File: src/rtl/mem_arb_pkg.sv
// rtl/mem_arb_pkg.sv - shared encodings for the IF/MEM unified-memory arbiter
package mem_arb_pkg;

    typedef enum logic [1:0] {
        IDLE = 2'b00,
        BUSY = 2'b01,
        RESP = 2'b10
    } state_t;

    localparam logic REQ_IF  = 1'b0;
    localparam logic REQ_MEM = 1'b1;

endpackage

File: src/rtl/mem_port_arbiter.sv
// rtl/mem_port_arbiter.sv - grants one of IF/MEM access to a fixed-latency single-port memory
module mem_port_arbiter
    import mem_arb_pkg::*;
#(
    parameter int LATENCY = 2,
    parameter int ADDR_W  = 32,
    parameter int DATA_W  = 32
) (
    input  logic              clk,
    input  logic              rst,
    input  logic              if_req,
    input  logic [ADDR_W-1:0] if_addr,
    output logic [DATA_W-1:0] if_rdata,
    output logic              if_ready,
    input  logic              mem_req,
    input  logic              mem_we,
    input  logic [ADDR_W-1:0] mem_addr,
    input  logic [DATA_W-1:0] mem_wdata,
    output logic [DATA_W-1:0] mem_rdata,
    output logic              mem_ready,
    output logic              ram_en,
    output logic              ram_we,
    output logic [ADDR_W-1:0] ram_addr,
    output logic [DATA_W-1:0] ram_wdata,
    input  logic [DATA_W-1:0] ram_rdata,
    output logic              stall_if,
    output logic              stall_mem
);

    localparam int CW = $clog2(LATENCY) + 1;
    localparam logic [CW-1:0] CNT_LAST = CW'(LATENCY - 1);

    state_t        state;
    state_t        state_next;
    logic [CW-1:0] cnt;
    logic          last;
    logic          gnt;
    logic          grant_valid;
    logic          grant_id;
    logic          busy_done;

    always_ff @(posedge clk) begin
        if (rst) begin
            state <= IDLE;
        end else begin
            state <= state_next;
        end
    end

    always_comb begin
        state_next = state;
        case (state)
            IDLE:    if (if_req || mem_req) state_next = BUSY;
            BUSY:    if (cnt == CNT_LAST) state_next = RESP;
            RESP:    state_next = IDLE;
            default: state_next = IDLE;
        endcase
    end

    // On a conflict the requester not served last wins; a lone request wins outright.
    always_comb begin
        grant_valid = (state == IDLE) && (if_req || mem_req);
        grant_id    = (if_req && mem_req) ? ~last : (mem_req ? REQ_MEM : REQ_IF);
        busy_done   = (state == BUSY) && (cnt == CNT_LAST);
    end

    always_ff @(posedge clk) begin
        if (rst) begin
            cnt       <= '0;
            last      <= REQ_IF;
            gnt       <= REQ_IF;
            if_rdata  <= '0;
            mem_rdata <= '0;
            if_ready  <= 1'b0;
            mem_ready <= 1'b0;
            ram_en    <= 1'b0;
            ram_we    <= 1'b0;
            ram_addr  <= '0;
            ram_wdata <= '0;
        end else begin
            if_ready  <= 1'b0;
            mem_ready <= 1'b0;
            if (grant_valid) begin
                gnt      <= grant_id;
                last     <= grant_id;
                cnt      <= '0;
                ram_en   <= 1'b1;
                ram_we   <= (grant_id == REQ_MEM) ? mem_we : 1'b0;
                ram_addr <= (grant_id == REQ_MEM) ? mem_addr : if_addr;
                if (grant_id == REQ_MEM) begin
                    ram_wdata <= mem_wdata;
                end
            end
            if (state == BUSY) begin
                if (busy_done) begin
                    ram_en <= 1'b0;
                    ram_we <= 1'b0;
                    // Stores pulse ready but leave the load-data register untouched.
                    if (gnt == REQ_MEM) begin
                        mem_ready <= 1'b1;
                        if (!ram_we) begin
                            mem_rdata <= ram_rdata;
                        end
                    end else begin
                        if_ready <= 1'b1;
                        if_rdata <= ram_rdata;
                    end
                end else begin
                    cnt <= cnt + 1'b1;
                end
            end
        end
    end

    assign stall_if  = if_req  && (rst || !if_ready);
    assign stall_mem = mem_req && (rst || !mem_ready);

endmodule
File: config.mk
export PLATFORM = sky130hd
export DESIGN_NAME = mem_port_arbiter
export DESIGN_NICKNAME = d
export VERILOG_FILES = /design/src/rtl/mem_arb_pkg.sv /design/src/rtl/mem_port_arbiter.sv
export SDC_FILE = /design/constraint.sdc
export NUM_CORES = 1
export LEC_CHECK = 0
export ABC_CLOCK_PERIOD_IN_PS = 2800
export CORE_AREA = 4 4 130 132
export DETAILED_ROUTE_END_ITERATION = 6
export DIE_AREA = 0 0 134 136
export GPL_TIMING_DRIVEN = 1
export PLACE_DENSITY = 0.67
export SETUP_SLACK_MARGIN = 0.3
export SLEW_MARGIN = 15
export SYNTH_ARGS = -nofsm -noshare
export SYNTH_HDL_FRONTEND = slang
export SYNTH_SLANG_ARGS = --single-unit
File: constraint.sdc
create_clock -name clk -period 2.8 [get_ports clk]
set_input_delay 0.42 -clock clk [delete_from_list [all_inputs] [get_ports clk]]
set_output_delay 0.42 -clock clk [all_outputs]
set_load 0.1 [all_outputs]
Word level (Yosys, flattened, before mapping)
Index checks and enable logic that the tools add are counted.
- logic and storage cells: 54
- output and inout bits: 134
- flip-flop bits (word level): 137
- input port bits: 133
- reduce and logical (&&, ||, !) cells: 16
- muxes and demuxes: 18
- bitwise logic cells: 4
- equal/unequal tests: 4
- add/sub/neg operators: 1
- operators with widths (cell ; count):
    2-to-1 mux 32 bit ; 1
    2-to-1 mux 1 bit ; 11
    2-to-1 mux 2 bit ; 5
    logical AND 1 bit ; 5
    == test 2 x 1 -> 1 bit, second input constant ; 2
    != test 2 x 1 -> 1 bit, second input constant ; 2
    inverter 1 bit ; 4
    one-hot mux 2 bit (2 select lines) ; 1
    AND reduction 2 bit ; 2
    AND reduction 4 bit ; 1
    logical OR 1 bit ; 3
    AND reduction 3 bit ; 1
    OR reduction 3 bit ; 1
    adder 2 x 1 -> 2 bit, second input constant ; 1
    logical NOT 1 bit ; 2
    logical NOT 2 bit ; 1

Logic depth before layout (Yosys ltp)
- depth in word-level cells: 6
- mapped depth: 7
- depth with buffers taken out: 5

Worst setup path after synthesis
Ideal clock, no wire load.
- path kind: input port to output port
- start point: input rst
- end point: output stall_if
- setup slack: -757 ps
- buffers on the path: 2
- stages on the path: 4
- arrival: 3137 ps
- data required time: 2380 ps
- path through: clkinv_1 clkbuf_1 clkbuf_1 a21boi_0
- cells in the longest elaborated chain, start to end: 2
- ends and longest elaborated chain (element ; line ; source):
    from (decl) ; mem_port_arbiter.sv:10 ; input logic rst,
    logical OR 1 bit ; mem_port_arbiter.sv:115 ; assign stall_if = if_req && (rst || !if_ready);
    logical AND 1 bit ; mem_port_arbiter.sv:115 ;
    to (decl) ; mem_port_arbiter.sv:26 ; output logic stall_if,
No other way between the ends.

Final worst setup path
- start point: register cnt[0]
- end point: register mem_rdata[28]
- cells in the longest elaborated chain, start to end: 3
- ends and longest elaborated chain (element ; line ; source):
    from (decl) ; mem_port_arbiter.sv:35 ; logic [CW-1:0] cnt;
    from (signal assigned) ; mem_port_arbiter.sv:109 ; cnt <= cnt + 1'b1;
    == test 2 x 1 -> 1 bit ; mem_port_arbiter.sv:64 ; busy_done = (state == BUSY) && (cnt == CNT_LAST);
    logical AND 1 bit ; mem_port_arbiter.sv:64 ;
    AND reduction 4 bit (no source line) ; - ;
    to (signal assigned) ; mem_port_arbiter.sv:102 ; mem_rdata <= ram_rdata;
    to (decl) ; mem_port_arbiter.sv:19 ; output logic [DATA_W-1:0] mem_rdata,
No other way between the ends.
A chain may end at the register's enable or synchronous reset.

==> flow_summary.toml <==
[timing]
layout_min_cycle_time_ns = 1.91
maxSlewViolCount = 0
worst_clock_skew_ns = 0.00915
hold_slack_ns = 0.454
final.setup.tns_ns = 0
fmax_mhz = 524
hold_violations = 0
relSlewSlack_pct = 21.5
rsz0062_at_grt = "no"
setup_ws_ns = 0.893
finalSetupViolCount = 0
tightest_slew_ns = 1.18
min_period_over_period_pct = 68.1

[clock_tree]
cts.sinks = 137
cts_tree = "built"
cts_buffers = 17
clk_pin_slew_ns = 0.06
ctsHtreeMaxLevel = 4
post_cts_buffers = 0
holdBufCountCts = 0
clk_latency_ns = 0.41
cts_resized = 0
cts_max_path_buffers = 2
cts_root_buf = "clkbuf_16"

[synthesis]
synth_flop_cell = "dfxtp_1"
avgSynthCellArea_um2 = 8.29
async_flop_share_pct = 0
synth_cells = 651
syn_nets = 785
ys_seq_area_share_pct = 50.8
yosysWarnings = 0
synth-edff-count = 0
synth_area_mm2 = 0.00539
synthDistinctLibCells = 36
ys_seq_elements = 137

[cells_and_area]
areaGrowthSynthToFinish_pct = 57.3
nets = 1019
mostFrequentLayoutCell = "nand2_1"
fin_util_pct = 54.0
drive_above_1_share_pct = 20.6
mostFrequentLayoutCells = "194 x nand2_1, 141 x buf_4, 137 x dfxtp_1"

[critical_path]
path_cells = "ha_1, nand3b_4, or3b_1, mux2i_1"
crit_path_max_incr_delay_ns = 0.76
cp_data_required_time_ns = 3.06
cp-start-kind = "flop"
regToRegSetupSlack_ns = 0.89
cp_slowest_cell = "or3b_1"
crit_fanout = 15
crit_arrival_ns = 2.16
critPathCaptureType = "flop"
crit_type = "flop to flop"

[run_status]
status = "finished, final reports clean"

[place]
dp_slack_ns = 0.544
place_hpwl_um = 12600
gp_congestion = 0.805
portBuffers = 266

[floorplanning]
ios = 267
core.rowCount = 46
dieHeight_um = 136
dieArea_mm2 = 0.0182
start_util_pct = 34.3
core_area_mm2 = 0.0157
chipWidth_um = 134

[grt]
track_usage_pct = 19.4
grt_pass1_vias = 5247
grt_pass1_wl_um = 28000
antenna_found_initial = 1
grt_start_max_net_pins = 103
globalRouteOverflowTotal = 0

[drt]
routed_wirelength_um = 18100
drc_errors = 0
wl_per_cell_um = 16.3
ant_nets = 0
viasPerCell = 4.89
detail_route.first_pass.iterations = 4
vias = 5449
first_iter_violations = 275

[power]
power_density_mw_per_mm2 = 707
p_leak_nw = 3.50
ir_drop_mv = 0.403

[worst_hold_path]
hold_path.class = "flop to flop"

[run]
drv_cap = 0
-- critical path, delay by kind of cell (launching register included) --
kind                     cells  cell delay (ns)
adder cells (fa/ha/maj)      1             0.27
flip-flops                   1             0.36
multiplexers                 1             0.23
AND/OR/NAND/NOR              2             0.90
-- logic make-up (layout without fill, tap and decap cells) --
group / count (synthesis) / in the layout / share of synthesized area (%)
simple gates: 245 / 245 / 19.0
compound gates: 172 / 172 / 18.6
flops: 137 / 137 / 50.8
buf+inv: 64 / 310 / 5.38
mux: 32 / 32 / 5.94
fa+ha+maj: 1 / 1 / 0.232
other cells: 0 / 1 / 0
-- final cells by class --
| cell class | instances | area, µm² |
|---|---|---|
| inverter | 2 | 7.51 |
| tap | 216 | 270 |
| sequential | 137 | 2740 |
| multi-input combinational | 450 | 2410 |
| fill | 1530 | 7230 |
| clock inverter | 9 | 123 |
| timing repair buffer | 277 | 2470 |
| clock buffer | 22 | 464 |
| antenna | 1 | 2.50 |
-- cells in the mapped netlist (2+ instances only) --
master	n	area share, %
dfxtp_1	137	51
clkbuf_1	39	2.7
a311oi_1	32	5.2
nand2_1	194	14
nand3_1	32	3.0
buf_2	17	1.6
nor2_1	3	0.21
o21ai_1	5	0.46
a21boi_0	3	0.42
or3_1	2	0.23
o21ai_0	31	2.9
mux2i_1	32	5.9
buf_1	2	0.14
and2_1	3	0.35
a21oi_1	97	9.0
or3b_1	2	0.32
-- worst paths after layout --
kind                      from  cells after the start             to
setup / recovery        cnt[0]                      4  mem_rdata[28]
hold reg to reg   if_rdata[17]                      2   if_rdata[17]
setup reg to reg        cnt[0]                      4  mem_rdata[28]
hold / removal    if_rdata[17]                      2   if_rdata[17]
-- registers in the layout (all words and copies together) (netlist names) --
| register | cells |
|---|---|
| ram_addr | 32 |
| state | 2 |
| if_rdata | 32 |
| if_ready | 1 |
| ram_wdata | 32 |
| ram_we | 1 |
| cnt | 2 |
| mem_ready | 1 |
| ram_en | 1 |
| gnt | 1 |
| mem_rdata | 32 |
-- power by group --
group / total, mW / internal [mW] / leakage, nW / switching (mW)
clock network: 2.23 / 1.43 / 0.290 / 0.796
logic: 1.63 / 0.450 / 2.09 / 1.18
registers: 2.14 / 2.07 / 1.12 / 0.0697
-- stage by stage --
stage | instances | total power [mW] | area [µm²]
floorplan | 651 | 3.31 | 5400
global placement | 1082 | 3.81 | 7900
detailed placement | 1082 | 3.82 | 7900
CTS | 1113 | 6.08 | 8480
global route | 1114 | 6.24 | 8490
finish | 1114 | 6.00 | 8490
-- routing by layer --
layer	up-vias	GRT usage, %	share of wire, %
met2	204	31.7	49
met1	2536	23.3	41
met3	8	8.40	9.3
met4	0	5.49	0.73
li1	2701	-	-
met5	-	0	0
(Power assumes the default switching activity.)
